### src/rtl/uart_pkg.sv
// Shared UART-path definitions: default widths/depths and the receive-capture FSM states.
package uart_pkg;

  localparam int UART_DATA_W   = 8;
  localparam int RX_FIFO_DEPTH = 8;

  typedef enum logic {
    RX_IDLE     = 1'b0,
    RX_WAIT_LOW = 1'b1
  } rx_state_e;

endpackage

### src/rtl/rx_fifo.sv
// Receive FIFO between uart_receive and ctrl: captures each byte once per irq level, never backpressures,
// and flags a sticky overrun when a byte arrives with no room.
module rx_fifo
  import uart_pkg::*;
#(
  parameter int DEPTH  = RX_FIFO_DEPTH,
  parameter int DATA_W = UART_DATA_W
) (
  input  logic                       clk,
  input  logic                       rst_n,
  input  logic [DATA_W-1:0]          rx_uart_data,
  input  logic                       rx_uart_irq,
  input  logic                       rx_uart_frame_err,
  output logic                       rx_uart_finish,
  output logic [DATA_W-1:0]          rx_ctrl_data,
  output logic                       rx_ctrl_frame_err,
  output logic                       rx_ctrl_irq,
  input  logic                       rx_ctrl_pop,
  output logic                       rx_ctrl_overrun,
  input  logic                       rx_ctrl_overrun_clr,
  output logic [$clog2(DEPTH):0]     rx_ctrl_count,
  output rx_state_e                  dbg_state
);

  localparam int PW = $clog2(DEPTH);
  localparam int CW = PW + 1;
  localparam logic [CW-1:0] FULL_CNT = CW'(DEPTH);

  // Handshake: rx_uart_irq is a level held by the receiver until it sees the one-cycle
  // rx_uart_finish pulse; rx_ctrl_pop is a one-cycle request, ignored when empty.

  rx_state_e         r_state;
  rx_state_e         w_state_nxt;
  logic              w_capture;
  logic [PW-1:0]     r_wr_ptr;
  logic [PW-1:0]     r_rd_ptr;
  logic [CW-1:0]     r_count;
  logic              r_overrun;
  logic              r_finish;
  logic [DATA_W:0]   r_mem [DEPTH];
  logic              w_pop;
  logic              w_full;
  logic              w_push_ok;

  always_comb begin
    w_state_nxt = r_state;
    w_capture   = 1'b0;
    case (r_state)
      RX_IDLE: begin
        if (rx_uart_irq) begin
          w_capture   = 1'b1;
          w_state_nxt = RX_WAIT_LOW;
        end
      end
      RX_WAIT_LOW: begin
        if (!rx_uart_irq) w_state_nxt = RX_IDLE;
      end
      default: w_state_nxt = RX_IDLE;
    endcase
  end

  // A full FIFO can still take a byte if the head leaves on the same edge.
  assign w_full    = (r_count == FULL_CNT);
  assign w_pop     = rx_ctrl_pop && (r_count != '0);
  assign w_push_ok = w_capture && (!w_full || w_pop);

  always_ff @(posedge clk or negedge rst_n) begin
    if (!rst_n) begin
      r_state   <= RX_IDLE;
      r_wr_ptr  <= '0;
      r_rd_ptr  <= '0;
      r_count   <= '0;
      r_overrun <= 1'b0;
      r_finish  <= 1'b0;
    end else begin
      r_state  <= w_state_nxt;
      r_finish <= w_capture;
      if (w_push_ok) r_wr_ptr <= r_wr_ptr + 1'b1;
      if (w_pop)     r_rd_ptr <= r_rd_ptr + 1'b1;
      case ({w_push_ok, w_pop})
        2'b10:   r_count <= r_count + 1'b1;
        2'b01:   r_count <= r_count - 1'b1;
        default: r_count <= r_count;
      endcase
      // Set takes priority over clear so a drop is never lost.
      if (w_capture && !w_push_ok) r_overrun <= 1'b1;
      else if (rx_ctrl_overrun_clr) r_overrun <= 1'b0;
    end
  end

  always_ff @(posedge clk) begin
    if (w_push_ok) r_mem[r_wr_ptr] <= {rx_uart_frame_err, rx_uart_data};
  end

  assign rx_uart_finish    = r_finish;
  assign rx_ctrl_data      = r_mem[r_rd_ptr][DATA_W-1:0];
  assign rx_ctrl_frame_err = r_mem[r_rd_ptr][DATA_W];
  assign rx_ctrl_irq       = (r_count != '0);
  assign rx_ctrl_overrun   = r_overrun;
  assign rx_ctrl_count     = r_count;
  assign dbg_state         = r_state;

endmodule

### config.mk
export PLATFORM = sky130hd
export DESIGN_NAME = rx_fifo
export DESIGN_NICKNAME = d
export VERILOG_FILES = /design/src/rtl/uart_pkg.sv /design/src/rtl/rx_fifo.sv
export SDC_FILE = /design/constraint.sdc
export NUM_CORES = 1
export LEC_CHECK = 0
export CAP_MARGIN = 10
export CORE_MARGIN = 3
export CORE_UTILIZATION = 45
export CTS_CLUSTER_SIZE = 25
export DETAILED_ROUTE_END_ITERATION = 10
export PLACE_DENSITY = 0.66
export SETUP_SLACK_MARGIN = 0.15
export SLEW_MARGIN = 20
export SYNTH_ARGS = -nofsm -noshare
export SYNTH_HDL_FRONTEND = slang
export SYNTH_SLANG_ARGS = --single-unit
export TNS_END_PERCENT = 20
### constraint.sdc
create_clock -name clk -period 4 [get_ports clk]
set_input_delay 0.4 -clock clk [delete_from_list [all_inputs] [get_ports clk]]
set_output_delay 0.4 -clock clk [all_outputs]
set_load 0.02 [all_outputs]
==> metrics.md <==
| Metric | Value |
|---|---|
| Die Wd | 94.2 um |
| Initial antenna violation count | 0 |
| Vias per inst | around 5.4 |
| Crit path DAT | between 2 and 3 ns |
| Tot Pwr | 0.00284 W |
| R2R Path End | rx_ctrl_count[3] |
| CTS Buffer Depth | 2 |
| Final WL | roughly 6.0 mm |
| Crit end category | output pin |
| Synth Instances | ~180 |
| Max H-tree Level | 3 |
| CTS tree | built |
| Filler Cell Count | between 500 and 600 |
| Crit path max fanout | 11 |
| Total grt overflow | 0 |
| Endpoints failing hold | 0 |
| Placed Instance Area | ~0.0039 mm2 |
| Highest-count cells in the layout ignoring fill and taps | edfxtp_1, clkdlybuf4s50_1, dfrtp_1, clkbuf_8 |
| Max_cap viols | 0 |
| Register area share after synthesis | a little under three quarters |
| Yosys warning count | 0 |
| Clock latency on the worst-skew pair | about 0.34 ns |
| Total Neg Setup Slack | 0 ns |
| Resize count post-CTS | 0 |
| Multi-input logic area | ~950 um2 |
| Peak supply drop | 0.000336 V |
| Pleak | about 1.4 nW |
| Vias post-DR | about 1700 |
| Slew Viols, Final | 0 |
| Root buffer cell | clkbuf_8 |
| R2r worst-path depth | 7 |
| FF+latch area | between 0.002 and 0.0025 mm2 |
| Num CTS Buffers | 9 |
| Nets | 234 |
| Core area | between 0.007 and 0.008 mm2 |
| CP Class | flop to output pin |
| Share of layout cells above drive strength 1 | 18.6% |
| First-pass detailed-route iteration total | 4 |
| Antenna violation net count after detailed routing | 0 |
| Area grow syn2layout | 17.7% |
| Worst relative slew slack | between 20 and 30% |
| Synth unique cells | 31 |
| Worst slew pin tran | 1.06 ns |
| Crit start category | flop |
| Reg2reg setup slack | between 1.5 and 2 ns |
| Pwr/cell area | between 600 and 700 mW/mm2 |
| RSZ-0062 raised after global routing | false |
| Minimum clock period | between 3 and 4 ns |
| Port Buffers | 30 |
| Post-Layout Inst Area | a little over 0.004 mm2 |
| Postcts setup bufs | 0 |
| Commonest non-fill, non-tap cell in the layout | edfxtp_1 |
| Status | completed |
| Die area | ~0.0089 mm2 |
| DIE HEIGHT | approximately 94 um |
| DR DRC count | 0 |
| Layout Skew | between 0.008 and 0.009 ns |
| DP Cell Count | just over 300 |
| Core Rows | 31 |
| Clock-pin slew on the worst setup and hold paths | approximately 0.080 ns |
| Origin of the critical flop-to-flop path | rx_ctrl_count[2] |
| Initial Util | a little under half |
| Final Non-Filler Cells | roughly 320 |
| Setup-failing EPs final | 0 |
| Ports | 31 |
| Gr usage total | ~15% |
| # hold bufs at CTS | 0 |
| Sink Count | 85 |
| Synth Register Bits | 85 |
| DR WL/cell | roughly 19 um |
| Syn Std Cell Area | roughly 0.0035 mm2 |
| Final HPWL DP | around 3.9 mm |
| Fmax | approximately 310 MHz |
| Via count of the first global-routing pass | ~1800 |
| Ant diodes | 0 |
| Hold/Removal Path Class | primary input to asynchronous set/reset pin |
| Final period util | between 70% and 80% |
| Largest net degree at the start of global routing | 21 |
| Global-route wire length before repair | 9.50 mm |
| DR iter-0 viols | between 80 and 90 |
| Routability Congestion | about 0.7 |
| Post-Syn Nets | about 200 |
| Avg Cell Area, Syn | between 15 and 20 um2 |
| Critical path data required time | 3.60 ns |
-- cell usage after synthesis --
master | instances | share of area (%)
o21ai_0 | 3 | 0.43
buf_2 | 2 | 0.29
o21ai_1 | 1 | 0.14
nand2b_1 | 4 | 0.71
o31a_1 | 1 | 0.25
fa_1 | 1 | 0.57
nand2_1 | 7 | 0.75
buf_6 | 1 | 0.32
xnor2_1 | 4 | 1.0
nor3_2 | 1 | 0.29
mux4_1 | 9 | 6.8
or4_4 | 1 | 0.32
nor3_1 | 2 | 0.29
mux2_4 | 9 | 3.9
xor2_1 | 2 | 0.50
dfrtp_1 | 13 | 9.3
nand3_1 | 4 | 0.57
ha_1 | 4 | 1.4
inv_1 | 5 | 0.54
edfxtp_1 | 72 | 62
a21oi_2 | 1 | 0.25
nor2b_1 | 1 | 0.18
a21oi_1 | 3 | 0.43
buf_12 | 1 | 0.57
mux2_2 | 2 | 0.64
clkbuf_1 | 1 | 0.11
a211o_1 | 1 | 0.25
nor2_1 | 8 | 0.86
o41ai_2 | 1 | 0.46
mux4_2 | 9 | 5.8
o211ai_1 | 2 | 0.43
-- logic make-up after synthesis --
family,Yosys count,synth area share (%)
flip-flops,85,71.0
multiplexers,29,17.0
AND/OR/NAND/NOR,28,3.97
AO/OA/AOI/OAI,13,2.64
buffers and inverters,10,1.82
XOR/XNOR,6,1.50
adder cells (fa/ha/maj),5,2.00
-- metrics by stage --
step	worst slack, ns	util (%)	hold WS (ns)
global route	0.633	55.6	0.460
CTS	0.735	55.6	0.429
floorplan	1.84	-	0.104
detailed placement	1.12	52.7	0.504
finish	0.810	55.6	0.433
global placement	1.19	52.7	0.501
-- area by class of cell --
| cell class | count | share of cell area (%) |
|---|---|---|
| well taps | 99 | 3.01 |
| clock inverters | 4 | 1.76 |
| inverters | 5 | 0.455 |
| repair buffers | 33 | 7.83 |
| multi-input cells | 81 | 23.1 |
| clock buffers | 12 | 3.52 |
| flip-flops and latches | 85 | 60.4 |
-- layer usage --
metal | global-route usage [%] | part of all wire [%]
met1 | 20.5 | 46
met2 | 23.0 | 49
met3 | 2.80 | 3.4
met4 | 6.86 | 1.5
met5 | 0 | 0
-- where the power goes --
group / internal (W) / switching [W] / total [W]
registers: 0.00107 / 0.000172 / 0.00124
clock network: 0.000368 / 0.000282 / 0.000651
logic: 0.000555 / 0.000395 / 0.000950
-- state kept, by name (all words and copies together), names as in the netlist --
register         count
dbg_state            1
r_mem               72
rx_ctrl_count        4
rx_uart_finish       1
r_wr_ptr             3
r_rd_ptr             3
rx_ctrl_overrun      1
-- worst max-delay path: stages, from the launching register on --
cell	delay, ns
dfrtp_1	0.72
buf_4	0.33
mux4_1	0.59
mux2_4	0.28
clkdlybuf4s50_1	0.53
-- worst max path at each step --
stage	depth (start not counted)	end	start	slack (ns)
finish	4	rx_ctrl_data[4]	r_rd_ptr[0]	0.81
global route	4	rx_ctrl_data[4]	r_rd_ptr[0]	0.63
CTS	4	rx_ctrl_data[4]	r_rd_ptr[0]	0.74
detailed placement	4	rx_ctrl_data[4]	r_rd_ptr[0]	1.12
global placement	4	rx_ctrl_data[4]	r_rd_ptr[0]	1.19
floorplan	7	rx_ctrl_count[3]	rx_ctrl_count[2]	1.84
Note: power is estimated with default switching activity, not from simulation.
